==> src/rtl/tage_pkg.sv <==
// Shared types for the TAGE update scheduler: update payload, scheduler states,
// default FIFO depth and a saturating counter helper.
package tage_pkg;

  localparam int TAGE_UPD_DEPTH = 4;

  typedef struct packed {
    logic [31:0] pc;
    logic        taken;
    logic [1:0]  pred;
  } tage_upd_t;

  typedef enum logic [1:0] {
    IDLE  = 2'd0,
    PEND  = 2'd1,
    FORCE = 2'd2
  } tage_sched_state_e;

  function automatic logic [15:0] sat_inc16(input logic [15:0] v);
    return (v == 16'hFFFF) ? v : v + 16'd1;
  endfunction

endpackage

==> src/rtl/tage_upd_fifo.sv <==
// Synchronous FIFO of resolved-branch updates. Head is read combinationally;
// storage is cleared on reset so an empty FIFO presents an all-zero head.
module tage_upd_fifo
  import tage_pkg::*;
#(
  parameter int DEPTH = TAGE_UPD_DEPTH
) (
  input  logic                   clk,
  input  logic                   rst_n,
  input  logic                   push_i,
  input  tage_upd_t              din_i,
  input  logic                   pop_i,
  output tage_upd_t              dout_o,
  output logic                   full_o,
  output logic                   empty_o,
  output logic [$clog2(DEPTH):0] count_o
);

  localparam int PW = $clog2(DEPTH);

  tage_upd_t     mem_q [DEPTH];
  logic [PW-1:0] wr_ptr_q;
  logic [PW-1:0] rd_ptr_q;
  logic [PW:0]   count_q;
  logic          do_push;
  logic          do_pop;

  assign full_o  = (count_q == (PW+1)'(DEPTH));
  assign empty_o = (count_q == '0);
  assign count_o = count_q;
  assign dout_o  = mem_q[rd_ptr_q];

  // Full blocks a push even when a pop happens in the same cycle.
  assign do_push = push_i && !full_o;
  assign do_pop  = pop_i && !empty_o;

  always_ff @(posedge clk or negedge rst_n) begin
    if (!rst_n) begin
      for (int i = 0; i < DEPTH; i++) mem_q[i] <= '0;
      wr_ptr_q <= '0;
      rd_ptr_q <= '0;
      count_q  <= '0;
    end else begin
      if (do_push) begin
        mem_q[wr_ptr_q] <= din_i;
        wr_ptr_q        <= wr_ptr_q + PW'(1);
      end
      if (do_pop) rd_ptr_q <= rd_ptr_q + PW'(1);
      case ({do_push, do_pop})
        2'b10:   count_q <= count_q + (PW+1)'(1);
        2'b01:   count_q <= count_q - (PW+1)'(1);
        default: count_q <= count_q;
      endcase
    end
  end

endmodule

==> src/rtl/tage_upd_sched.sv <==
// Shares the single TAGE table slot between fetch lookups (priority) and queued
// backend updates; a starved update forces a one-cycle fetch stall.
module tage_upd_sched
  import tage_pkg::*;
#(
  parameter int DEPTH      = TAGE_UPD_DEPTH,
  parameter int STARVE_MAX = 8
) (
  input  logic                   clk,
  input  logic                   rst_n,
  input  logic                   fetch_valid,
  input  logic [31:0]            fetch_pc,
  output logic                   fetch_ready,
  output logic [1:0]             fetch_pred,
  input  logic                   res_valid,
  input  logic [31:0]            res_pc,
  input  logic                   res_taken,
  input  logic [1:0]             res_pred,
  output logic                   res_ready,
  output logic [31:0]            tage_branch_pc,
  input  logic [1:0]             tage_branch_pred,
  output logic                   tage_update_valid,
  output logic [31:0]            tage_update_pc,
  output logic                   tage_update_taken,
  output logic [1:0]             tage_update_pred,
  output logic [15:0]            force_cnt,
  output logic [1:0]             dbg_state,
  output logic [$clog2(DEPTH):0] dbg_count
);

  localparam int         CW          = $clog2(DEPTH) + 1;
  localparam logic [7:0] STARVE_LAST = 8'(STARVE_MAX - 1);

  tage_sched_state_e state_q;
  logic [7:0]        wait_q;
  logic [15:0]       force_cnt_q;

  tage_upd_t         push_data;
  tage_upd_t         head;
  logic              fifo_full;
  logic              fifo_empty;
  logic [CW-1:0]     fifo_count;
  logic              push;
  logic              pop;
  logic [CW-1:0]     cnt_nxt;

  // Lookup path is purely combinational.
  assign tage_branch_pc = fetch_pc;
  assign fetch_pred     = tage_branch_pred;
  assign fetch_ready    = (state_q != FORCE);

  assign res_ready = !fifo_full;
  assign push      = res_valid && res_ready;
  assign push_data = '{pc: res_pc, taken: res_taken, pred: res_pred};

  assign tage_update_valid = !fifo_empty && (!fetch_valid || state_q == FORCE);
  assign pop               = tage_update_valid;
  assign tage_update_pc    = head.pc;
  assign tage_update_taken = head.taken;
  assign tage_update_pred  = head.pred;

  assign force_cnt = force_cnt_q;
  assign dbg_state = state_q;
  assign dbg_count = fifo_count;

  tage_upd_fifo #(.DEPTH(DEPTH)) u_fifo (
    .clk     (clk),
    .rst_n   (rst_n),
    .push_i  (push),
    .din_i   (push_data),
    .pop_i   (pop),
    .dout_o  (head),
    .full_o  (fifo_full),
    .empty_o (fifo_empty),
    .count_o (fifo_count)
  );

  always_comb begin
    cnt_nxt = fifo_count;
    if (push && !pop)      cnt_nxt = fifo_count + CW'(1);
    else if (!push && pop) cnt_nxt = fifo_count - CW'(1);
  end

  always_ff @(posedge clk or negedge rst_n) begin
    if (!rst_n) begin
      state_q     <= IDLE;
      wait_q      <= '0;
      force_cnt_q <= '0;
    end else begin
      case (state_q)
        IDLE: begin
          wait_q <= '0;
          if (cnt_nxt != '0) state_q <= PEND;
        end
        PEND: begin
          if (pop) begin
            wait_q <= '0;
            if (cnt_nxt == '0) state_q <= IDLE;
          end else if (fetch_valid) begin
            // Blocked by fetch: after STARVE_MAX such cycles steal the slot.
            wait_q <= wait_q + 8'd1;
            if (wait_q == STARVE_LAST) state_q <= FORCE;
          end
        end
        FORCE: begin
          wait_q      <= '0;
          force_cnt_q <= sat_inc16(force_cnt_q);
          state_q     <= (cnt_nxt != '0) ? PEND : IDLE;
        end
        default: begin
          state_q <= IDLE;
          wait_q  <= '0;
        end
      endcase
    end
  end

endmodule

==> config.mk <==
export PLATFORM = sky130hd
export DESIGN_NAME = tage_upd_sched
export DESIGN_NICKNAME = d
export VERILOG_FILES = /design/src/rtl/tage_pkg.sv /design/src/rtl/tage_upd_fifo.sv /design/src/rtl/tage_upd_sched.sv
export SDC_FILE = /design/constraint.sdc
export NUM_CORES = 1
export LEC_CHECK = 0
export ABC_AREA = 1
export CAP_MARGIN = 10
export CORE_MARGIN = 2
export CORE_UTILIZATION = 52
export CTS_CLUSTER_SIZE = 30
export DETAILED_ROUTE_END_ITERATION = 10
export PLACE_DENSITY = 0.81
export SYNTH_ARGS = -nofsm -noshare
export SYNTH_HDL_FRONTEND = slang
export SYNTH_SLANG_ARGS = --single-unit
export TNS_END_PERCENT = 20
==> constraint.sdc <==
create_clock -name clk -period 2.04 [get_ports clk]
set_input_delay 0.408 -clock clk [delete_from_list [all_inputs] [get_ports clk]]
set_output_delay 0.408 -clock clk [all_outputs]
set_load 0.02 [all_outputs]
* Yosys cells after proc, flatten, opt, wreduce, memory -nomap -nowiden
Cells that the tools add are included.
** Cells by class
- Add/subtract/negate cells :: 6
- Multiply operators :: 0
- Divide/modulo/power cells :: 0
- Magnitude comparators :: 3
- Equal/unequal tests :: 12
- Shift-type cells :: 0
- Multiplexer cells :: 19
- Bitwise gates (word level) :: 3
- Reduce and logical (&&, ||, !) cells :: 20
** Operators by type and width (count)
- 140-bit bitwise mux :: 1
- 35-bit two-way mux :: 3
- 35-bit binary-select mux with 2-bit select :: 1
- 35-bit demux with 2-bit select :: 1
- 8-bit two-way mux :: 3
- 16-bit by 1-bit adder with 16-bit output (second input constant) :: 1
- 16-bit == test (second input constant) :: 1
- 2-bit two-way mux :: 5
- 3-bit != test (second input constant) :: 3
- 8-bit by 1-bit adder with 8-bit output (second input constant) :: 1
- 8-bit by 3-bit == test with 1-bit output (second input constant) :: 1
- 1-bit logical AND :: 7
- 3-bit greater-or-equal comparator (second input constant) :: 2
- 3-bit zero test :: 2
- 3-bit two-way mux :: 2
- 2-bit NOT with 3-bit output :: 2
- 2-bit one-hot mux with 3 select lines :: 1
- 3-bit one-hot mux with 2 select lines :: 1
- 1-bit zero test :: 5
- 2-bit by 1-bit adder with 2-bit output (second input constant) :: 2
- 2-bit by 1-bit == test with 1-bit output (second input constant) :: 2
- 2-bit == test (second input constant) :: 2
- 2-bit != test (second input constant) :: 2
- 4-bit AND reduction :: 1
- 11 further kinds :: 11
** Storage, ports and cells
- Register bits :: 173
- Latch bits :: 0
- RAM bits :: 0
- Bits in read-only memories :: 0
- Bits of input ports :: 73
- Output and inout port bits :: 93
- Logic and storage cells :: 81
- Memories kept :: 0

* Depth between registers and ports, before layout
- Depth in word-level cells :: 11
- Gate-level depth with buffers :: 13
- Gate-level depth less buffers :: 13

* By module
Synthesis repeated with hierarchy kept, for this count alone.
** Second synthesis, totals
- Cells, all modules :: 1117
- Area total of the unflattened synthesis :: 8942.3 um2
** By module, submodules not included
- tage_upd_fifo :: instances 1, cells an instance 911, area each 7225.7 um2, sequential area each 3678.5 um2
- tage_upd_sched :: instances 1, cells an instance 206, area each 1716.6 um2, sequential area each 650.6 um2

* Worst setup path before layout
OpenSTA, ideal clock, no wires.
- Path kind :: register to register
- Start :: reg u_fifo.count_q[0], in the netlist u_fifo.count_o[0]
- End :: reg u_fifo.count_q[2], in the netlist u_fifo.count_o[2]
- Setup time :: 127 ps
- Arrival :: 1726 ps
- Data required time :: 1913 ps
- Setup slack :: 186 ps
- Cell stages (with the launch flop) :: 9
- Path buffers :: 0
- Clock period less this slack :: 1854 ps
- Path through :: dfrtp_1 > inv_1 > ha_1 > nand2_1 > nand2_4 > inv_2 > ha_1 > a211oi_1 > a21oi_1
** On the way
- Cells in the longest elaborated chain, start to end :: 6
- Elaborated cells between the ends (all ways) :: 14
- Those cells by class :: add/sub (2); eq/ne (3); mux (1); reduce/logical (8)
** RTL lines
- start: declaration :: line tage_upd_fifo.sv:24 : logic [PW:0] count_q;
- start signal: assignment :: line tage_upd_fifo.sv:50 : 2'b10: count_q <= count_q + (PW+1)'(1);
- start signal: assignment :: line tage_upd_fifo.sv:51 : 2'b01: count_q <= count_q - (PW+1)'(1);
- start signal: assignment :: line tage_upd_fifo.sv:52 : default: count_q <= count_q;
- 3-bit zero test * :: line tage_upd_fifo.sv:29 : assign empty_o = (count_q == '0);
- 1-bit zero test * :: line tage_upd_sched.sv:56 : assign tage_update_valid = !fifo_empty && (!fetch_valid || state_q == FORCE);
- 1-bit logical AND * :: line tage_upd_sched.sv:56
- net tage_update_valid :: line tage_upd_sched.sv:22 : output logic tage_update_valid,
- 1-bit logical AND * :: line tage_upd_fifo.sv:35 : assign do_pop = pop_i && !empty_o;
- 2-bit by 1-bit == test with 1-bit output or 2-bit == test (tied branches) :: line tage_upd_fifo.sv:49 : case ({do_push, do_pop})
- 3-bit one-hot mux with 2 select lines or 2-bit nonzero test (tied branches)
Mark *: on every way through the listed nets, which the timed path passes. The rest lies on a longest branch.
A chain may end at the register's enable or synchronous reset.

* Worst setup path after layout
- Start :: reg u_fifo.rd_ptr_q[0]
- End :: out tage_update_pc[9]
** On the way
- Cells in the longest elaborated chain, start to end :: 4
** RTL lines
- start: declaration :: line tage_upd_fifo.sv:23 : logic [PW-1:0] rd_ptr_q;
- start signal: assignment :: line tage_upd_fifo.sv:48 : if (do_pop) rd_ptr_q <= rd_ptr_q + PW'(1);
- 2-bit NOT with 3-bit output (implied by the code) :: line tage_upd_fifo.sv:31 : assign dout_o = mem_q[rd_ptr_q];
- 35-bit binary-select mux with 2-bit select :: line tage_upd_fifo.sv:31
- 35-bit two-way mux (implied by the code) (2 in series) :: line tage_upd_fifo.sv:31
- end: declaration :: line tage_upd_sched.sv:23 : output logic [31:0] tage_update_pc,
No other way between the ends. The select of a mux whose other input is x is not followed.

==> qor.txt <==
starting density of the core: 53.11%
commonest non-fill, non-tap cell in the layout: o21ai_0
total number of vias: 6759
fillers: 1204
#FFs+latches synth: 173
DRC: 0
failing checks: setup timing
Req. time, crit path: 1630 ps
n_diodes: 0
routability cong.: 0.8758
CP peak stage delay: 460 ps
Die Span Y: 128.6 µm
Post-Route Utilization: 66.49%
ANT nets after route: 0
Die Width: 128.6 µm
largest net degree at the start of global routing: 71
Final Hold Viols: 0
Final Setup Violations: 10
startpoint types: register
PD cells: 1759 mW/mm²
Crit Path Max Fanout: 13
IO Port Bufs: 97
outcome: finished, violations left
most frequent cells in the layout: o21ai_0, nand2_1, dfrtp_1, nor2_1
Period minus WS final: 2120 ps
area leader, netlist: dfrtp_1
crit path DAT: 1710 ps
H-tree levels: 4
largest cells by area after synthesis: dfrtp_1, o21ai_0, nand2_1
first-pass GRT wire length: 31660 µm
starting DRC count in detailed routing: 710
Final Net Count: 1093
Post-Synthesis Cell Area: 0.008074 mm²
DP Wirelength: 11640 µm
cells after synthesis: 935
GRT Total Usage: 24.13%
period utilization: 103.9%
Least-Margin Pin Slew: 433.4 ps
Max-Cap Viols: 0
Final WS setup: -79.75 ps
clock tree buffer depth: 2
clk_skew: 12.31 ps
first-pass detailed-route iteration total: 7
Synth cell types: 38
register area: 0.004330 mm²
Placed Area: 0.009180 mm²
Max VDD drop: 0.001172 V
Core Region: 0.01520 mm²
die area: 0.01654 mm²
Synth top area share: 53.62%
Placed Instances: 1167
P&R area growth vs syn: 25.18%
Max Clock Freq: 0.4718 GHz
Yosys warnings: 0
clk_lat worst skew: 430 ps
Congestion Overflow GR: 0
slowest stage cell, crit path: dfrtp_2
Multi-input gate area: 0.003128 mm²
initial antenna violation count: 0
Max transition margin: 70.88%
Rows: 45
worst path cell trace: buf_6 -> clkbuf_16 -> nor2_1 -> o22ai_1 -> buf_4
# clock sinks: 173
CTS tree: yes
Tightest Hold Check Type: in -> async
layout cells sized above 1: 16.73%
routed vias/inst: 5.586
vias in the first global route: 6569
fin area: 0.01011 mm²
WL/cell: 16.41 µm
type of the worst setup path: reg -> out
total CTS buffers: 17
Root Driver: clkbuf_16
Leak: 4.719 nW
syn nets: 1018
Final Slew Violations: 0
cell count of the worst reg-to-reg path: 9
Setup crit end kind: primary output
Mean Syn Cell Area: 8.635 µm²
routed wire length: 19850 µm
clk slew on worst S/H paths: 70 ps
Post-Layout Cell Count: 1210
sequential area share after synthesis: 53.62%
RSZ-0062 raised after global routing: true
I/O Pins: 166
==> Yosys cell counts <==
master and n:
buf_1 1, xnor2_1 6, o31ai_1 1, nand3_2 1, nor2_2 1, a21oi_1 8
clkinv_1 1, nand3_1 9, dfrtp_1 173, nand2_2 5, nor3b_2 1, nand2_4 2
nor2_4 1, nand2_1 186, nand4_1 2, buf_2 29, buf_6 1, o21ai_1 3
o22ai_1 35, a31oi_1 1, clkbuf_1 20, nor4_1 1, inv_1 59, xor2_1 15
inv_4 1, nand3b_4 1, o21ai_0 215, nor3_2 3, ha_1 10, nor3b_1 1
a211oi_1 1, buf_4 34, nand3b_1 1, or2_2 1, nor2_1 87, a21oi_2 2
nor3_1 9, inv_2 7
==> kinds of logic after synthesis <==
group / Yosys count / share of synthesized area (%)
simple gates: 312 / 16.09
fa+ha+maj: 10 / 1.550
compound gates: 266 / 17.20
xor+xnor: 21 / 2.278
flops: 173 / 53.62
buf+inv: 153 / 9.267
==> critical path, delay by kind of cell, from the launching register on <==
kind	cells	cell delay, ps
AO/OA/AOI/OAI	1	210
buffers and inverters	3	550
flip-flops	1	460
AND/OR/NAND/NOR	1	60
==> layer usage <==
metal	vias up	track usage [%]	wire, µm
met1	3282	32.19	8726
met4	0	9.079	327
met3	33	4.158	1123
met5	-	0	0
met2	253	39.99	9676
li1	3191	-	-
==> through the flow <==
step | setup TNS (ps) | total power, W | hold WS (ps) | setup slack (ps)
2_1_floorplan | 0 | 0.01023 | 112.4 | 186.4
3_3_place_gp | -118.4 | 0.01318 | 373.2 | -42.98
3_5_place_dp | -179.9 | 0.01344 | 365.9 | -42.75
4_1_cts | -1474 | 0.01675 | 470.9 | -143.8
5_1_grt | -1621 | 0.01894 | 494.3 | -94.49
6_report | -185.8 | 0.01778 | 461.4 | -79.75
==> what timing repair did <==
| action | 4_1_cts | 5_1_grt |
|---|---|---|
| hold buffers | 1 | 0 |
| buffers inserted | 1 | 6 |
| endpoints found under the setup margin | 37 | 37 |
| hold endpoints to repair | 40 | 0 |
| resized for setup | 139 | 124 |
| pin swaps | 3 | 19 |
| cloned | 2 | 2 |
==> area by class of cell <==
cell class	instances	share of cell area (%)
Sequential cell	173	42.84
Multi-Input combinational cell	609	30.95
Timing Repair Buffer	141	15.00
Clock buffer	17	4.209
Inverter	68	2.600
Tap cell	188	2.327
Clock inverter	14	2.067
==> worst paths after layout <==
check | to | startpoint | slack (ps)
max | tage_update_pc[9] | u_fifo.rd_ptr_q[0] | -80
min | wait_q[0] | rst_n | 460
max reg2reg | u_fifo.count_o[1] | u_fifo.count_o[1] | 280
min reg2reg | u_fifo.mem_q[36] | u_fifo.mem_q[36] | 480
max in group asynchronous | u_fifo.mem_q[50] | rst_n | 930
min in group clk | u_fifo.mem_q[36] | u_fifo.mem_q[36] | 480
==> flip-flops by register name (all words and copies together), names as in the netlist <==
name and cells:
u_fifo.count_o 3, dbg_state 2, u_fifo.rd_ptr_q 2, u_fifo.mem_q 140, wait_q 8, u_fifo.wr_ptr_q 2
force_cnt 16
==> where the power goes <==
group	switching (W)	total [W]	internal, W
Sequential	0.000905	0.00575	0.00484
Combinational	0.00487	0.00855	0.00367
Clock	0.00141	0.00348	0.00207
No activity file was read; power rests on OpenSTA's default activity.
